## config.mk

```make
export PLATFORM = sky130hd
export DESIGN_NAME = xpt2046_resp
export DESIGN_NICKNAME = d
export VERILOG_FILES = /design/src/rtl/xpt2046_resp.sv
export SDC_FILE = /design/constraint.sdc
export NUM_CORES = 1
export LEC_CHECK = 0
export CAP_MARGIN = 20
export CORE_MARGIN = 3
export CORE_UTILIZATION = 52
export DETAILED_ROUTE_END_ITERATION = 8
export PLACE_DENSITY = 0.84
export SLEW_MARGIN = 20
export SYNTH_ARGS = -nofsm -noshare
export SYNTH_HDL_FRONTEND = slang
export SYNTH_SLANG_ARGS = --single-unit
```

## constraint.sdc

```tcl
create_clock -name sys_clk -period 2.4 [get_ports sys_clk]
set_input_delay 0.36 -clock sys_clk [delete_from_list [all_inputs] [get_ports sys_clk]]
set_output_delay 0.36 -clock sys_clk [all_outputs]
set_load 0.01 [all_outputs]
```

## src/rtl/xpt2046_resp.sv

```systemverilog
// XPT2046 touch-controller responder: decodes SPI command bytes and returns
// 12/8-bit samples on MISO. Optional sample jitter is enabled with XPT_JITTER_EN.
module xpt2046_resp #(
    parameter int SYNC_STAGES = 2
) (
    input  logic        sys_clk,
    input  logic        sys_rst_n,
    input  logic        tft_tcs,
    input  logic        tft_scl,
    input  logic        tft_mosi,
    output logic        tft_miso,
    output logic        tft_int,
    input  logic [11:0] touch_x,
    input  logic [11:0] touch_y,
    input  logic        touch_press,
    output logic        cmd_done,
    output logic [7:0]  last_cmd,
    output logic [1:0]  fsm_state
);

    typedef enum logic [1:0] {IDLE = 2'd0, CMD = 2'd1, BUSY = 2'd2, DATA = 2'd3} state_t;

    logic [SYNC_STAGES-1:0] tcs_q, scl_q, mosi_q;
    logic                   scl_prev;
    logic                   tcs_s, scl_s, mosi_s, scl_rise, scl_fall;

    state_t      state, state_n;
    logic [2:0]  bit_cnt, bit_cnt_n;
    logic [6:0]  cmd_sr, cmd_sr_n;
    logic [3:0]  data_cnt, data_cnt_n;
    logic [11:0] sample, sample_n;
    logic        miso_n, done_n, pen_en, pen_n, int_n;
    logic [7:0]  last_n, cmd_full;
    logic [11:0] raw, snap;
    logic [3:0]  nbits;

    assign tcs_s    = tcs_q[SYNC_STAGES-1];
    assign scl_s    = scl_q[SYNC_STAGES-1];
    assign mosi_s   = mosi_q[SYNC_STAGES-1];
    assign scl_rise = scl_s & ~scl_prev;
    assign scl_fall = ~scl_s & scl_prev;
    assign cmd_full = {cmd_sr, mosi_s};
    assign nbits    = last_cmd[3] ? 4'd8 : 4'd12;
    assign fsm_state = state;

    always_comb begin
        raw = 12'h000;
        case (cmd_full[6:4])
            3'b101:  raw = touch_x;
            3'b001:  raw = touch_y;
            3'b011:  raw = touch_press ? 12'h200 : 12'h000;
            3'b100:  raw = touch_press ? 12'hE00 : 12'hFFF;
            default: raw = 12'h000;
        endcase
    end

`ifdef XPT_JITTER_EN
    logic [15:0] lfsr, lfsr_n;
    logic [12:0] jsum;
    assign jsum = {1'b0, raw} + {11'b0, lfsr[1:0]};
    assign snap = jsum[12] ? 12'hFFF : jsum[11:0];
`else
    assign snap = raw;
`endif

    always_comb begin
        state_n    = state;
        bit_cnt_n  = bit_cnt;
        cmd_sr_n   = cmd_sr;
        data_cnt_n = data_cnt;
        sample_n   = sample;
        miso_n     = tft_miso;
        done_n     = 1'b0;
        last_n     = last_cmd;
        pen_n      = pen_en;
`ifdef XPT_JITTER_EN
        lfsr_n     = lfsr;
`endif
        if (tcs_s) begin
            // CS high aborts anything in flight.
            state_n    = IDLE;
            bit_cnt_n  = 3'd0;
            data_cnt_n = 4'd0;
            miso_n     = 1'b0;
        end else begin
            case (state)
                IDLE: begin
                    state_n = CMD;
                    miso_n  = 1'b0;
                end
                CMD: begin
                    if (scl_rise && (bit_cnt != 3'd0 || mosi_s)) begin
                        cmd_sr_n  = cmd_full[6:0];
                        bit_cnt_n = bit_cnt + 3'd1;
                        if (bit_cnt == 3'd7) begin
                            last_n    = cmd_full;
                            done_n    = 1'b1;
                            sample_n  = snap;
                            pen_n     = ~mosi_s;
                            bit_cnt_n = 3'd0;
                            state_n   = BUSY;
`ifdef XPT_JITTER_EN
                            lfsr_n = {lfsr[14:0], lfsr[15] ^ lfsr[13] ^ lfsr[12] ^ lfsr[10]};
`endif
                        end
                    end
                end
                BUSY: begin
                    if (scl_fall) begin
                        miso_n     = 1'b0;
                        data_cnt_n = 4'd0;
                        state_n    = DATA;
                    end
                end
                DATA: begin
                    if (scl_fall) begin
                        if (data_cnt == nbits) begin
                            miso_n     = 1'b0;
                            data_cnt_n = 4'd0;
                            state_n    = CMD;
                        end else begin
                            miso_n     = sample[4'd11 - data_cnt];
                            data_cnt_n = data_cnt + 4'd1;
                        end
                    end
                end
                default: state_n = IDLE;
            endcase
        end
    end

    assign int_n = ~(touch_press & tcs_s & pen_en);

    always_ff @(posedge sys_clk or negedge sys_rst_n) begin
        if (!sys_rst_n) begin
            tcs_q    <= '1;
            scl_q    <= '0;
            mosi_q   <= '0;
            scl_prev <= 1'b0;
            state    <= IDLE;
            bit_cnt  <= 3'd0;
            cmd_sr   <= 7'd0;
            data_cnt <= 4'd0;
            sample   <= 12'h000;
            tft_miso <= 1'b0;
            tft_int  <= 1'b1;
            cmd_done <= 1'b0;
            last_cmd <= 8'h00;
            pen_en   <= 1'b1;
`ifdef XPT_JITTER_EN
            lfsr     <= 16'hACE1;
`endif
        end else begin
            tcs_q    <= {tcs_q[SYNC_STAGES-2:0], tft_tcs};
            scl_q    <= {scl_q[SYNC_STAGES-2:0], tft_scl};
            mosi_q   <= {mosi_q[SYNC_STAGES-2:0], tft_mosi};
            scl_prev <= scl_s;
            state    <= state_n;
            bit_cnt  <= bit_cnt_n;
            cmd_sr   <= cmd_sr_n;
            data_cnt <= data_cnt_n;
            sample   <= sample_n;
            tft_miso <= miso_n;
            tft_int  <= int_n;
            cmd_done <= done_n;
            last_cmd <= last_n;
            pen_en   <= pen_n;
`ifdef XPT_JITTER_EN
            lfsr     <= lfsr_n;
`endif
        end
    end

endmodule
```

After elaboration in Yosys (flattened, before gate mapping):

Index checks and enable logic that the tools add are counted.

* $add $sub $neg: 3
* $lt $le $gt $ge: 1
* equal/unequal tests: 14
* mux-type cells: 31
* bitwise gates (word level): 9
* reductions and logical operators: 14

Operator list (number)
* $pmux 12 s4: 1
* $mux 4: 4
* $mux 3: 5
* $ne 3x3->1 const B: 5
* $mux 2: 6
* $mux 10: 1
* $eq 3x3->1 const B: 3
* $mux 1: 9
* $mux 9: 1
* $reduce_and 3->1: 3
* $pmux 2 s4: 1
* $pmux 4 s2: 1
* $reduce_bool 3->1: 2
* $lt 4x5->1 const B: 1
* $not 1->1: 5
* $reduce_and 5->1: 1
* $add 4x1->4 const B: 1
* $and 1x1->1: 4
* $bmux 1 s4: 1
* $eq 2x2->1 const B: 2
* $eq 4x4->1: 1
* $reduce_and 4->1: 1
* $reduce_bool 2->1: 2
* $reduce_bool 4->1: 1
* 10 further kinds: 10

* register bits after elaboration: 47
* input bits: 30
* output and inout bits: 13
* word-level logic and storage cells: 86

Logic depth before layout (Yosys ltp):

* word-level depth: 7
* gate-level depth with buffers: 7
* mapped depth without buffers: 6

Worst setup path before layout:

OpenSTA, ideal clock, no wires.

* path kind: register to register
* from: register bit_cnt[0]
* to: register last_cmd[0]
* library setup time: 125 ps
* arrival: 1586 ps
* data required time: 2275 ps
* path slack: 689 ps
* stages on the path, launching flop included: 7
* path buffers: 1
* path through: dfrtp_1 > inv_1 > ha_1 > or3b_4 > nand4_2 > buf_6 > mux2_2

* word-level cells in the longest chain between the ends: 4
* elaborated cells on any way between the ends: 5
* classes of those cells: eq/ne (1); reduce/logical (4)

RTL lines
* start, declared: RTL line 28 `logic [2:0] bit_cnt, bit_cnt_n;`
* start signal, assigned: RTL line 159 `bit_cnt <= bit_cnt_n;`
* $reduce_bool 3->1: RTL line 92 `if (scl_rise && (bit_cnt != 3'd0 || mosi_s)) begin`
* $logic_or 1x1->1: RTL line 92
* $logic_and 1x1->1: RTL line 92
* $reduce_and 4->1 (no source line) (*)
* end signal, assigned: RTL line 166 `last_cmd <= last_n;`
* end, declared: RTL line 17 `output logic [7:0] last_cmd,`

Every way passes the cells marked *; elsewhere a longest branch is shown, timed or not.
A chain may end at the register's enable or synchronous reset.

Final worst setup path:

* from: register state[1], in the netlist fsm_state[1]
* to: register sample[4]

* word-level cells in the longest chain between the ends: 2

RTL lines
* start, declared: RTL line 27 `state_t state, state_n;`
* start signal, assigned: RTL line 158 `state <= state_n;`
* $eq 2x1->1: RTL line 86 `case (state)`
* $reduce_and 4->1 (no source line)
* end signal, assigned: RTL line 162 `sample <= sample_n;`
* end, declared: RTL line 31 `logic [11:0] sample, sample_n;`

No other way between the ends.

==> results.tsv <==
metric	value	unit
leakage	1.28	nW
start_util	0.564	
post_cts_resized	0	
routed_wl	4520	um
path_clk_slew	0.09	ns
vias_per_cell	5.57	
avgRoutedWirePerCell	15.6	um
grt_pass1_wl	7820	um
critPathLaunch	fsm_state[1]	
rsz0062_at_grt	no	
n_antenna_cell	0	
cts_root_buf	clkbuf_8	
synth_nets	234	
ioPinCount	43	
synth_cell_types	47	
cap_violations	0	
setup_viol	0	
place.gp.congestion	0.761	
post_cts_buffers	0	
final_cell_mix	dfrtp_1, clkdlybuf4s50_1, mux2_2	
insertion_delay	0.30	ns
synth-edff-count	0	
drv_slew	0	
first_pass_iters	4	
whs	0.0649	ns
fin_nets	277	
stdcell_area	2880	um2
synth-seq-cells	47	
crit_arrival	2.23	ns
cts_buffer_depth	2	
cts_buffers	5	
tightest_slew	0.639	ns
drtAntennaViolNets	0	
clock.fmax	0.495	GHz
finalCriticalPeriod	2.02	ns
worstPathMaxFanout	17	
p_sw_frac	0.280	
io_buffers	42	
cp-end-kind	flop	
antenna_found_initial	0	
fp.coreArea	4170	um2
path_class	reg -> reg	
regArea	1180	um2
fillers	300	
yosys_warnings	0	
hold_viol	0	
cp_data_required_time	2.61	ns
die_height	73.3	um
die_area	5370	um2
areaGrowthSynthToFinish	22.6	%
synth_cells	195	
drc	0	
finalSetupTns	0	ns
postLayoutCoreUtil	0.691	
power.switching	0.476	mW
postSynth.asyncResetShare	1.00	
overflow	0	
grt_pass1_vias	1675	
fin_crit_sh	0.842	
grt_usage	0.189	
synth_ff_type	dfrtp_1	
fp-row-count	23	
initialDrtViolationCount	99	
crit_path_start_kind	flop	
vdd_drop_max	0.000469	V
die_w	73.3	um
num_vias	1610	
clock-sinks	47	
hold_class	in -> async	
hpwl	3340	um
ctsHtreeMaxLevel	2	
cts-hold-fix-buffers	0	
synth_area	2350	um2
worst_clock_skew	0.00577	ns
place_area	2790	um2
p_int	1.23	mW
grt_max_degree	31	
clkPwrFrac	0.298	
p_comb_frac	0.179	
multi_input_area	1070	um2
synth_area_per_cell	12.1	um2
drive_gt1_frac	0.243	
rr_startpoint	fsm_state[1]	
slew_headroom	0.574	
final_common_cell	dfrtp_1	
p_per_area	591	nW/um2
synth-seq-area-share	0.502	
seqPwrFrac	0.523	
cts_tree	built	
status	finished clean	
cell families after synthesis:
family | count (synthesis) | share of synthesized area
flip-flops | 47 | 0.502
buffers and inverters | 18 | 0.0436
XOR/XNOR | 1 | 0.00372
adder cells (fa/ha/maj) | 9 | 0.0479
AND/OR/NAND/NOR | 48 | 0.124
AO/OA/AOI/OAI | 44 | 0.122
multiplexers | 28 | 0.157
power by group through the flow:
stage | clock network, mW | registers (mW) | logic, mW
6_report | 0.507 | 0.892 | 0.305
5_1_grt | 0.552 | 0.902 | 0.339
3_3_place_gp | 0 | 0.904 | 0.298
2_1_floorplan | 0 | 0.893 | 0.183
4_1_cts | 0.519 | 0.892 | 0.309
3_5_place_dp | 0 | 0.907 | 0.307
worst max-delay path, cell delays in order (launching register included):
cell and delay (ns):
dfrtp_1 0.42, inv_1 0.11, ha_1 0.19, and2b_2 0.18, nand4_2 0.40, buf_4 0.36, o31ai_1 0.26
cell usage after synthesis, drive strengths merged, types with 3 or more instances:
cell type | count | area (um2)
nand2b | 5 | 31.3
dfstp | 4 | 105
mux4 | 3 | 67.6
ha | 9 | 113
and2b | 4 | 35.0
a21oi | 15 | 75.1
mux2 | 23 | 282
clkbuf | 4 | 25.0
inv | 8 | 30.0
nor2 | 3 | 11.3
nand2 | 16 | 60.1
o21ai | 9 | 45.0
buf | 6 | 47.5
nand3 | 4 | 20.0
dfrtp | 43 | 1080
o31ai | 10 | 75.1
final timing paths:
path | end | slack, ns | cells past startpoint
max | sample[4] | 0.38 | 6
min | scl_q[0] | 0.06 | 1
max reg2reg | sample[4] | 0.38 | 6
min reg2reg | scl_q[1] | 0.36 | 0
max in group asynchronous | tft_int | 1.67 | 2
min in group sys_clk | scl_q[1] | 0.36 | 0
through the flow:
step                      total power [mW]  setup WS [ns]  cells
after detailed placement              1.21          0.390    281
after global placement                1.20          0.477    281
after global routing                  1.79          0.210    289
after CTS                             1.72          0.339    289
final                                 1.70          0.378    289
after floorplan                       1.08          0.689    195
final cells by class:
type / count / share of cell area
Sequential cell: 47 / 0.410
Multi-Input combinational cell: 130 / 0.371
Timing Repair Buffer: 46 / 0.155
Clock buffer: 5 / 0.0239
Tap cell: 50 / 0.0217
Inverter: 8 / 0.0104
Clock inverter: 3 / 0.00911
per-layer routing:
layer  routed length (um)  up-vias  share of wire  global-route usage
met5                    0        -              0                   0
met4                   48        0          0.011              0.0615
met2                 2250       30           0.50               0.301
met1                 2060      790           0.45               0.256
li1                     -      785              -                   -
met3                  164        5          0.036              0.0438
state kept, by name, indices dropped and copies added, names as in the netlist:
name / flops
cmd_done: 1
bit_cnt: 3
cmd_sr: 7
sample: 12
fsm_state: 2
mosi_q: 2
scl_q: 2
tcs_q: 2
scl_prev: 1
pen_en: 1
data_cnt: 4
tft_miso: 1
last_cmd: 8
tft_int: 1
(Power assumes the default switching activity.)
